==> config.mk <==
export PLATFORM = sky130hd
export DESIGN_NAME = mem_stage_sram_ctrl_flat
export DESIGN_NICKNAME = d
export VERILOG_FILES = /design/src/rtl/mem_stage_sram_ctrl_if.sv /design/src/rtl/mem_stage_sram_ctrl.sv /design/src/flat_wrapper.sv
export SDC_FILE = /design/constraint.sdc
export NUM_CORES = 1
export LEC_CHECK = 0
export ABC_AREA = 1
export CAP_MARGIN = 15
export CORE_MARGIN = 10
export CORE_UTILIZATION = 39
export DETAILED_ROUTE_END_ITERATION = 16
export PLACE_DENSITY = 0.76
export RECOVER_POWER = 25
export SLEW_MARGIN = 20
export SYNTH_ARGS = -nofsm -noshare
export SYNTH_HDL_FRONTEND = slang
export SYNTH_SLANG_ARGS = --single-unit
==> constraint.sdc <==
create_clock -name clk -period 1.6 [get_ports clk]
set_input_delay 0.32 -clock clk [delete_from_list [all_inputs] [get_ports clk]]
set_output_delay 0.32 -clock clk [all_outputs]
set_load 0.02 [all_outputs]
==> src/rtl/mem_stage_sram_ctrl_if.sv <==
// Bundle of the MEM-stage request/response signals and the external 16-bit SRAM pins.
// slave  : the controller's view.
// master : the view of the pipeline plus the SRAM device.
interface mem_stage_sram_ctrl_if;
    logic        rd_en;
    logic        wr_en;
    logic [31:0] address;
    logic [31:0] write_data;
    logic [31:0] read_data;
    logic        ready;
    logic [17:0] SRAM_ADDR;
    logic [15:0] SRAM_DQ_out;
    logic        SRAM_DQ_oe;
    logic [15:0] SRAM_DQ_in;
    logic        SRAM_WE_N;
    logic        SRAM_OE_N;

    modport slave (
        input  rd_en, wr_en, address, write_data, SRAM_DQ_in,
        output read_data, ready, SRAM_ADDR, SRAM_DQ_out, SRAM_DQ_oe, SRAM_WE_N, SRAM_OE_N
    );

    modport master (
        output rd_en, wr_en, address, write_data, SRAM_DQ_in,
        input  read_data, ready, SRAM_ADDR, SRAM_DQ_out, SRAM_DQ_oe, SRAM_WE_N, SRAM_OE_N
    );
endinterface

==> src/rtl/mem_stage_sram_ctrl.sv <==
// MEM-stage controller: turns one 32-bit load/store into two halfword SRAM phases
// (low half first), each held for WAIT_CYCLES+1 cycles. ready drops while an access
// is in flight so the pipeline freezes until the DONE cycle.
module mem_stage_sram_ctrl #(
    parameter int unsigned WAIT_CYCLES = 1,
    parameter logic [31:0] ADDR_BASE   = 32'd1024
) (
    input  logic                    clk,
    input  logic                    rst,
    mem_stage_sram_ctrl_if.slave    bus
);

    typedef enum logic [1:0] {
        IDLE = 2'd0,
        LOW  = 2'd1,
        HIGH = 2'd2,
        DONE = 2'd3
    } state_t;

    localparam logic [2:0] WAIT_LAST = 3'(WAIT_CYCLES);

    state_t      state_q, state_d;
    logic [2:0]  cnt_q, cnt_d;
    logic [31:0] addr_q, addr_d;
    logic [31:0] wdata_q, wdata_d;
    logic [31:0] rdata_q, rdata_d;
    logic        wr_q, wr_d;          // latched op: 1 = store, 0 = load

    logic        req;
    logic        phase_end;
    logic [16:0] word;

    assign req       = bus.rd_en | bus.wr_en;
    assign phase_end = (cnt_q == WAIT_LAST);
    // Word index wraps modulo 2^17; out-of-range addresses are not trapped.
    assign word      = 17'((addr_q - ADDR_BASE) >> 2);

    // State and datapath registers.
    always_ff @(posedge clk) begin
        if (rst) begin
            state_q <= IDLE;
            cnt_q   <= '0;
            addr_q  <= '0;
            wdata_q <= '0;
            rdata_q <= '0;
            wr_q    <= 1'b0;
        end else begin
            state_q <= state_d;
            cnt_q   <= cnt_d;
            addr_q  <= addr_d;
            wdata_q <= wdata_d;
            rdata_q <= rdata_d;
            wr_q    <= wr_d;
        end
    end

    // Next-state: latch the request in IDLE, count wait states per phase,
    // capture read halves on the last cycle of each phase.
    always_comb begin
        state_d = state_q;
        cnt_d   = cnt_q;
        addr_d  = addr_q;
        wdata_d = wdata_q;
        rdata_d = rdata_q;
        wr_d    = wr_q;
        case (state_q)
            IDLE: begin
                if (req) begin
                    addr_d  = bus.address;
                    wdata_d = bus.write_data;
                    wr_d    = bus.wr_en;      // store wins when both are requested
                    cnt_d   = '0;
                    state_d = LOW;
                end
            end
            LOW: begin
                if (phase_end) begin
                    cnt_d   = '0;
                    state_d = HIGH;
                    if (!wr_q) rdata_d[15:0] = bus.SRAM_DQ_in;
                end else begin
                    cnt_d = cnt_q + 3'd1;
                end
            end
            HIGH: begin
                if (phase_end) begin
                    cnt_d   = '0;
                    state_d = DONE;
                    if (!wr_q) rdata_d[31:16] = bus.SRAM_DQ_in;
                end else begin
                    cnt_d = cnt_q + 3'd1;
                end
            end
            // A request still held during DONE is the one just served; never restart on it.
            DONE: state_d = IDLE;
            default: state_d = IDLE;
        endcase
    end

    // SRAM pin drive, decoded from the current phase and the latched op.
    always_comb begin
        bus.SRAM_ADDR   = '0;
        bus.SRAM_DQ_out = '0;
        bus.SRAM_DQ_oe  = 1'b0;
        bus.SRAM_WE_N   = 1'b1;
        bus.SRAM_OE_N   = 1'b1;
        if (state_q == LOW || state_q == HIGH) begin
            bus.SRAM_ADDR = {word, (state_q == HIGH)};
            if (wr_q) begin
                bus.SRAM_WE_N   = 1'b0;
                bus.SRAM_DQ_oe  = 1'b1;
                bus.SRAM_DQ_out = (state_q == HIGH) ? wdata_q[31:16] : wdata_q[15:0];
            end else begin
                bus.SRAM_OE_N = 1'b0;
            end
        end
    end

    assign bus.ready     = ((state_q == IDLE) && !req) || (state_q == DONE);
    assign bus.read_data = rdata_q;

endmodule

==> src/flat_wrapper.sv <==
// flat-port wrapper written by rule: the top's interface ports become plain ports
module mem_stage_sram_ctrl_flat 
#(
    parameter int unsigned WAIT_CYCLES = 1,
    parameter logic [31:0] ADDR_BASE   = 32'd1024
)
  (clk, rst, bus_rd_en, bus_wr_en, bus_address, bus_write_data, bus_SRAM_DQ_in, bus_read_data, bus_ready, bus_SRAM_ADDR, bus_SRAM_DQ_out, bus_SRAM_DQ_oe, bus_SRAM_WE_N, bus_SRAM_OE_N);
  mem_stage_sram_ctrl_if bus_i ();
  input  logic clk;
  input  logic rst;
  input wire logic [$bits(bus_i.rd_en)-1:0] bus_rd_en;
  input wire logic [$bits(bus_i.wr_en)-1:0] bus_wr_en;
  input wire logic [$bits(bus_i.address)-1:0] bus_address;
  input wire logic [$bits(bus_i.write_data)-1:0] bus_write_data;
  input wire logic [$bits(bus_i.SRAM_DQ_in)-1:0] bus_SRAM_DQ_in;
  output wire logic [$bits(bus_i.read_data)-1:0] bus_read_data;
  output wire logic [$bits(bus_i.ready)-1:0] bus_ready;
  output wire logic [$bits(bus_i.SRAM_ADDR)-1:0] bus_SRAM_ADDR;
  output wire logic [$bits(bus_i.SRAM_DQ_out)-1:0] bus_SRAM_DQ_out;
  output wire logic [$bits(bus_i.SRAM_DQ_oe)-1:0] bus_SRAM_DQ_oe;
  output wire logic [$bits(bus_i.SRAM_WE_N)-1:0] bus_SRAM_WE_N;
  output wire logic [$bits(bus_i.SRAM_OE_N)-1:0] bus_SRAM_OE_N;
  assign bus_i.rd_en = bus_rd_en;
  assign bus_i.wr_en = bus_wr_en;
  assign bus_i.address = bus_address;
  assign bus_i.write_data = bus_write_data;
  assign bus_i.SRAM_DQ_in = bus_SRAM_DQ_in;
  assign bus_read_data = bus_i.read_data;
  assign bus_ready = bus_i.ready;
  assign bus_SRAM_ADDR = bus_i.SRAM_ADDR;
  assign bus_SRAM_DQ_out = bus_i.SRAM_DQ_out;
  assign bus_SRAM_DQ_oe = bus_i.SRAM_DQ_oe;
  assign bus_SRAM_WE_N = bus_i.SRAM_WE_N;
  assign bus_SRAM_OE_N = bus_i.SRAM_OE_N;
  mem_stage_sram_ctrl #(.WAIT_CYCLES(WAIT_CYCLES), .ADDR_BASE(ADDR_BASE)) u_core (.clk(clk), .rst(rst), .bus(bus_i));
endmodule
# Word-level counts from Yosys, hierarchy flattened
# Cells that the tools add are included.
[word_totals]
word_cells = 46
register_bits = 89
input_bits = 84
out_inout_bits = 70
[classes]
eq_ne = 7
n_mux = 16
bitwise = 2
add_sub_neg = 2
reduce_logical = 12
[op_table]
columns = ["op", "count"]
rows = [
  ["16-bit two-way mux", 3],
  ["19-bit by 11-bit subtractor with 19-bit output, second input constant", 1],
  ["18-bit two-way mux", 1],
  ["3-bit AND reduction", 3],
  ["2-bit one-hot mux with 4 select lines", 1],
  ["2-bit two-way mux", 3],
  ["3-bit two-way mux", 2],
  ["2-bit by 1-bit inequality test with 1-bit output, second input constant", 3],
  ["3-bit one-hot mux with 2 select lines", 1],
  ["1-bit two-way mux", 5],
  ["2-bit equality test, second input constant", 2],
  ["2-bit AND reduction", 2],
  ["3-bit by 1-bit adder with 3-bit output, second input constant", 1],
  ["3-bit by 1-bit equality test with 1-bit output, second input constant", 1],
  ["2-bit by 1-bit equality test with 1-bit output, second input constant", 1],
  ["2-bit zero test", 1],
  ["1-bit logical OR", 2],
  ["2-bit nonzero test", 1],
  ["2-bit OR reduction", 1],
  ["1-bit logical AND", 1],
  ["1-bit zero test", 1],
  ["1-bit NOT", 1],
  ["1-bit bitwise OR", 1],
]

# Depth between registers and ports, before layout
[logic_depth]
word_depth = 4
ltp_mapped = 8
depth_no_buf = 7

# Worst setup path before layout
# No wires, ideal clock.
[synth_timing]
path_type = "reg-to-output"
from = "register u_core.state_q[0]"
to = "output bus_SRAM_DQ_out[10]"
path_buffers = 2
t_arrival_ps = 1718
path_stages_with_launch = 8
required_ps = 1280
slack_ps = -438
cell_sequence = "dfxtp_1 inv_1 ha_1 buf_4 inv_1 buf_4 nor2_1 nor3_1"
[synth_via]
elab_chain_cells = 4
word_cells_on_any_way = 6
classes_between = "2 x eq/ne; 3 x mux; 1 x reduce/logical"
[synth_rtl]
columns = ["element", "line", "rtl"]
rows = [
  ["start: declaration", "mem_stage_sram_ctrl.sv:22", "state_t state_q, state_d;"],
  ["start signal: assignment", "mem_stage_sram_ctrl.sv:48", "state_q <= state_d;"],
  ["2-bit equality test", "mem_stage_sram_ctrl.sv:107, mem_stage_sram_ctrl.sv:112", ""],
  ["16-bit two-way mux", "mem_stage_sram_ctrl.sv:112", "bus.SRAM_DQ_out = (state_q == HIGH) ? wdata_q[31:16] : wdata_q[15:0];"],
  ["16-bit two-way mux", "mem_stage_sram_ctrl.sv:109", "if (wr_q) begin"],
  ["16-bit two-way mux (*)", "mem_stage_sram_ctrl.sv:107", "if (state_q == LOW || state_q == HIGH) begin"],
  ["end: declaration", "flat_wrapper.sv:19", "output wire logic [$bits(bus_i.SRAM_DQ_out)-1:0] bus_SRAM_DQ_out;"],
]
# Every way passes the cells marked *; elsewhere a longest branch is shown, timed or not.

# Worst setup path in the final report
[layout_timing]
from = "register u_core.state_q[1]"
to = "output bus_SRAM_ADDR[12]"
[layout_via]
elab_chain_cells = 3
word_cells_on_any_way = 4
classes_between = "2 x eq/ne; 1 x mux; 1 x reduce/logical"
[layout_rtl]
columns = ["element", "line", "rtl"]
rows = [
  ["2-bit by 1-bit equality test with 1-bit output or 2-bit equality test (tied branches)", "mem_stage_sram_ctrl.sv:107", ""],
  ["1-bit logical OR (*)", "mem_stage_sram_ctrl.sv:107", ""],
  ["18-bit two-way mux (*)", "mem_stage_sram_ctrl.sv:107", ""],
  ["end: declaration", "flat_wrapper.sv:18", "output wire logic [$bits(bus_i.SRAM_ADDR)-1:0] bus_SRAM_ADDR;"],
]
# Marks and branches as above.

==> reports/results.ini <==
[status]
status=finished, violations left
violations=setup timing

[clock_network]
cts.sinks=87
cts_root_buf=clkbuf_8
worst_skew_pair.late_latency_ps=360
cts_inserted_buffers=9
htree_levels=3
cts_tree=done
path_clk_slew_ps=90
cts_buffer_depth=2

[timing]
slew_violations=0
setup_slack_ps=-426
period_share=1.27
setup_violations=53
slew_headroom=0.739
skew_ps=8.34
tightest_slew_ps=392
fmax_ghz=0.494
rsz0062_at_grt=true
hold_viol=0
min_period_ps=2030

[synth]
yosysUniqueCellTypes=23
ys_ff_latch=87
ys.warnings.count=0
netlist_area_um2=3860
yosysSeqAreaShare=0.451
synth.net_count=660
synthCells=570
syn_avg_cell_area_um2=6.78

[layout]
multi_input_area_um2=2120
nets=826
final_area_um2=6290
fin_util=0.646
area_growth_pct=62.7
seqCellArea_um2=1740
stdcell_count=873
nFillCells=840
final_cell_mix=178 x nor2_1, 94 x nand2_1, 85 x dfxtp_1
drive_above_1_share=0.235
num_antenna_cells=0
final_common_cell=nor2_1

[grt]
antenna_found_initial=0
grt_pass1_vias=4014
grt_max_degree=47
globalRoute.totalOverflow=0
grt.total_usage=0.162
grt_first_pass_wirelength_mm=19.3

[drt]
drt_first_iter_violations=181
via_per_inst=4.67
wl_met1_mm=5.34
wl_met3_mm=1.08
routed.top_layer=met4
wire_per_inst_um=14.2
route.met2.wl_mm=5.75
wl_mm=12.4
first_pass_iters=4
vias=4077
drc_errors=0
drtAntennaViolNets=0

[die]
die_x_um=120
fp.coreArea_um2=9730
dieArea_um2=14300
die_y_um=120
rows=36
start_util=0.397
boundaryPins=154

[placement]
place.detailed.hpwl_mm=8.68
gp_congestion=0.828
placedCellCount=845
pre_cts_ws_ps=-607
placed_cell_area_um2=5740
numPortBuffers=138

[critical_path]
cp_num_buf_inv=3
slowest_stage=dfxtp_2
crit_fanout=10
required_ps=1280
path_cells=inv_2 > ha_4 > buf_12 > o21ai_1 > a21oi_1 > buf_4
critical_path.top_delay_family=buffers and inverters
worstSetupPathType=flip-flop to primary output
arrival_ps=1710
critical-path-max-stage-delay_ps=350
end_kind=primary output
start_kind=flip-flop

[power_and_ir_drop]
ir_drop_mv=0.981
p_leak_nw=2.90
finalPower_mw=10.6
pwr_density_cell_nw_per_um2=1680

[worst_hold_path]
min_path_type=flip-flop to flip-flop

[job]
max_cap_violations=0

[where the power goes]
group | switching (mW) | total [mW] | internal (mW)
Clock | 0.795 | 1.71 | 0.917
Combinational | 3.19 | 5.73 | 2.53
Sequential | 0.388 | 3.13 | 2.74
Total | 4.38 | 10.6 | 6.19
[worst reg2reg max path, stage by stage (launching register included)]
cell       delay [ps]
dfxtp_2           330
inv_2              80
buf_6             110
ha_4              200
buf_4             140
buf_6             100
nand2_2            60
nor2_4            210
clkbuf_16         200
nand2_1            50
nand2_1            50
nor2_1             50
[cell type report]
type                            instances  share of cell area
Tap cell                              133              0.0265
Clock buffer                           10              0.0219
Inverter                               45              0.0281
Multi-Input combinational cell        408               0.337
Clock inverter                          5              0.0129
Sequential cell                        87               0.277
Timing Repair Buffer                  185               0.297
[repair_timing]
action                     4_1_cts  5_1_grt
setup endpoints to repair       73       54
resized for setup              271       45
setup buffers                    2        7
gates cloned                     1        3
pin swaps                        9        9
hold buffers                     0        0
[path summary, 6_finish.rpt]
check                                 start                               endpoint  slack (ps)  cells after the start
max          u_core.state_q[1]$_SDFFE_PP0P_                      bus_SRAM_ADDR[12]        -430                      6
min           u_core.addr_q[6]$_SDFFE_PP0P_          u_core.addr_q[6]$_SDFFE_PP0P_         480                      2
max reg2reg  u_core.state_q[0]$_SDFFE_PP0P_  u_core.bus.read_data[27]$_SDFFE_PP0P_         -90                     11
min reg2reg   u_core.addr_q[6]$_SDFFE_PP0P_          u_core.addr_q[6]$_SDFFE_PP0P_         480                      2
[flip-flops by register name, indices dropped and copies added (netlist names)]
register and count:
u_core.wdata_q 32, u_core.wr_q 1, u_core.bus.read_data 32, u_core.state_q 2, u_core.cnt_q 3, u_core.addr_q 17
[cells in the mapped netlist (all sizes together)]
| cell | number | area share |
|---|---|---|
| nor2 | 200 | 0.20 |
| nand2 | 101 | 0.099 |
| dfxtp | 87 | 0.45 |
| o21ai | 55 | 0.072 |
| inv | 45 | 0.044 |
| buf | 24 | 0.045 |
| a21oi | 16 | 0.021 |
| nor3 | 15 | 0.019 |
| nand3 | 9 | 0.016 |
| clkbuf | 7 | 0.0068 |
| ha | 6 | 0.019 |
| nand4 | 2 | 0.0032 |
| or2 | 2 | 0.0032 |
| nand3b | 1 | 0.0019 |
[logic make-up after synthesis]
group           after synthesis  synth area share
compound gates               71            0.0929
fa+ha+maj                     6            0.0194
buf+inv                      76            0.0959
flops                        87             0.451
simple gates                330             0.341
[metrics by stage]
step           hold slack (ps)  setup TNS [ps]
6_report                   484          -11690
5_1_grt                    507          -16180
4_1_cts                    486          -11270
3_5_place_dp               470          -22850
3_3_place_gp               464          -19020
2_1_floorplan              453               0
[routing by layer]
layer	global-route usage	up-vias
li1	-	2083
met1	0.195	1839
met2	0.260	139
met3	0.0670	16
met4	0.0490	0
met5	0	-
Note: power is estimated with default switching activity, not from simulation.
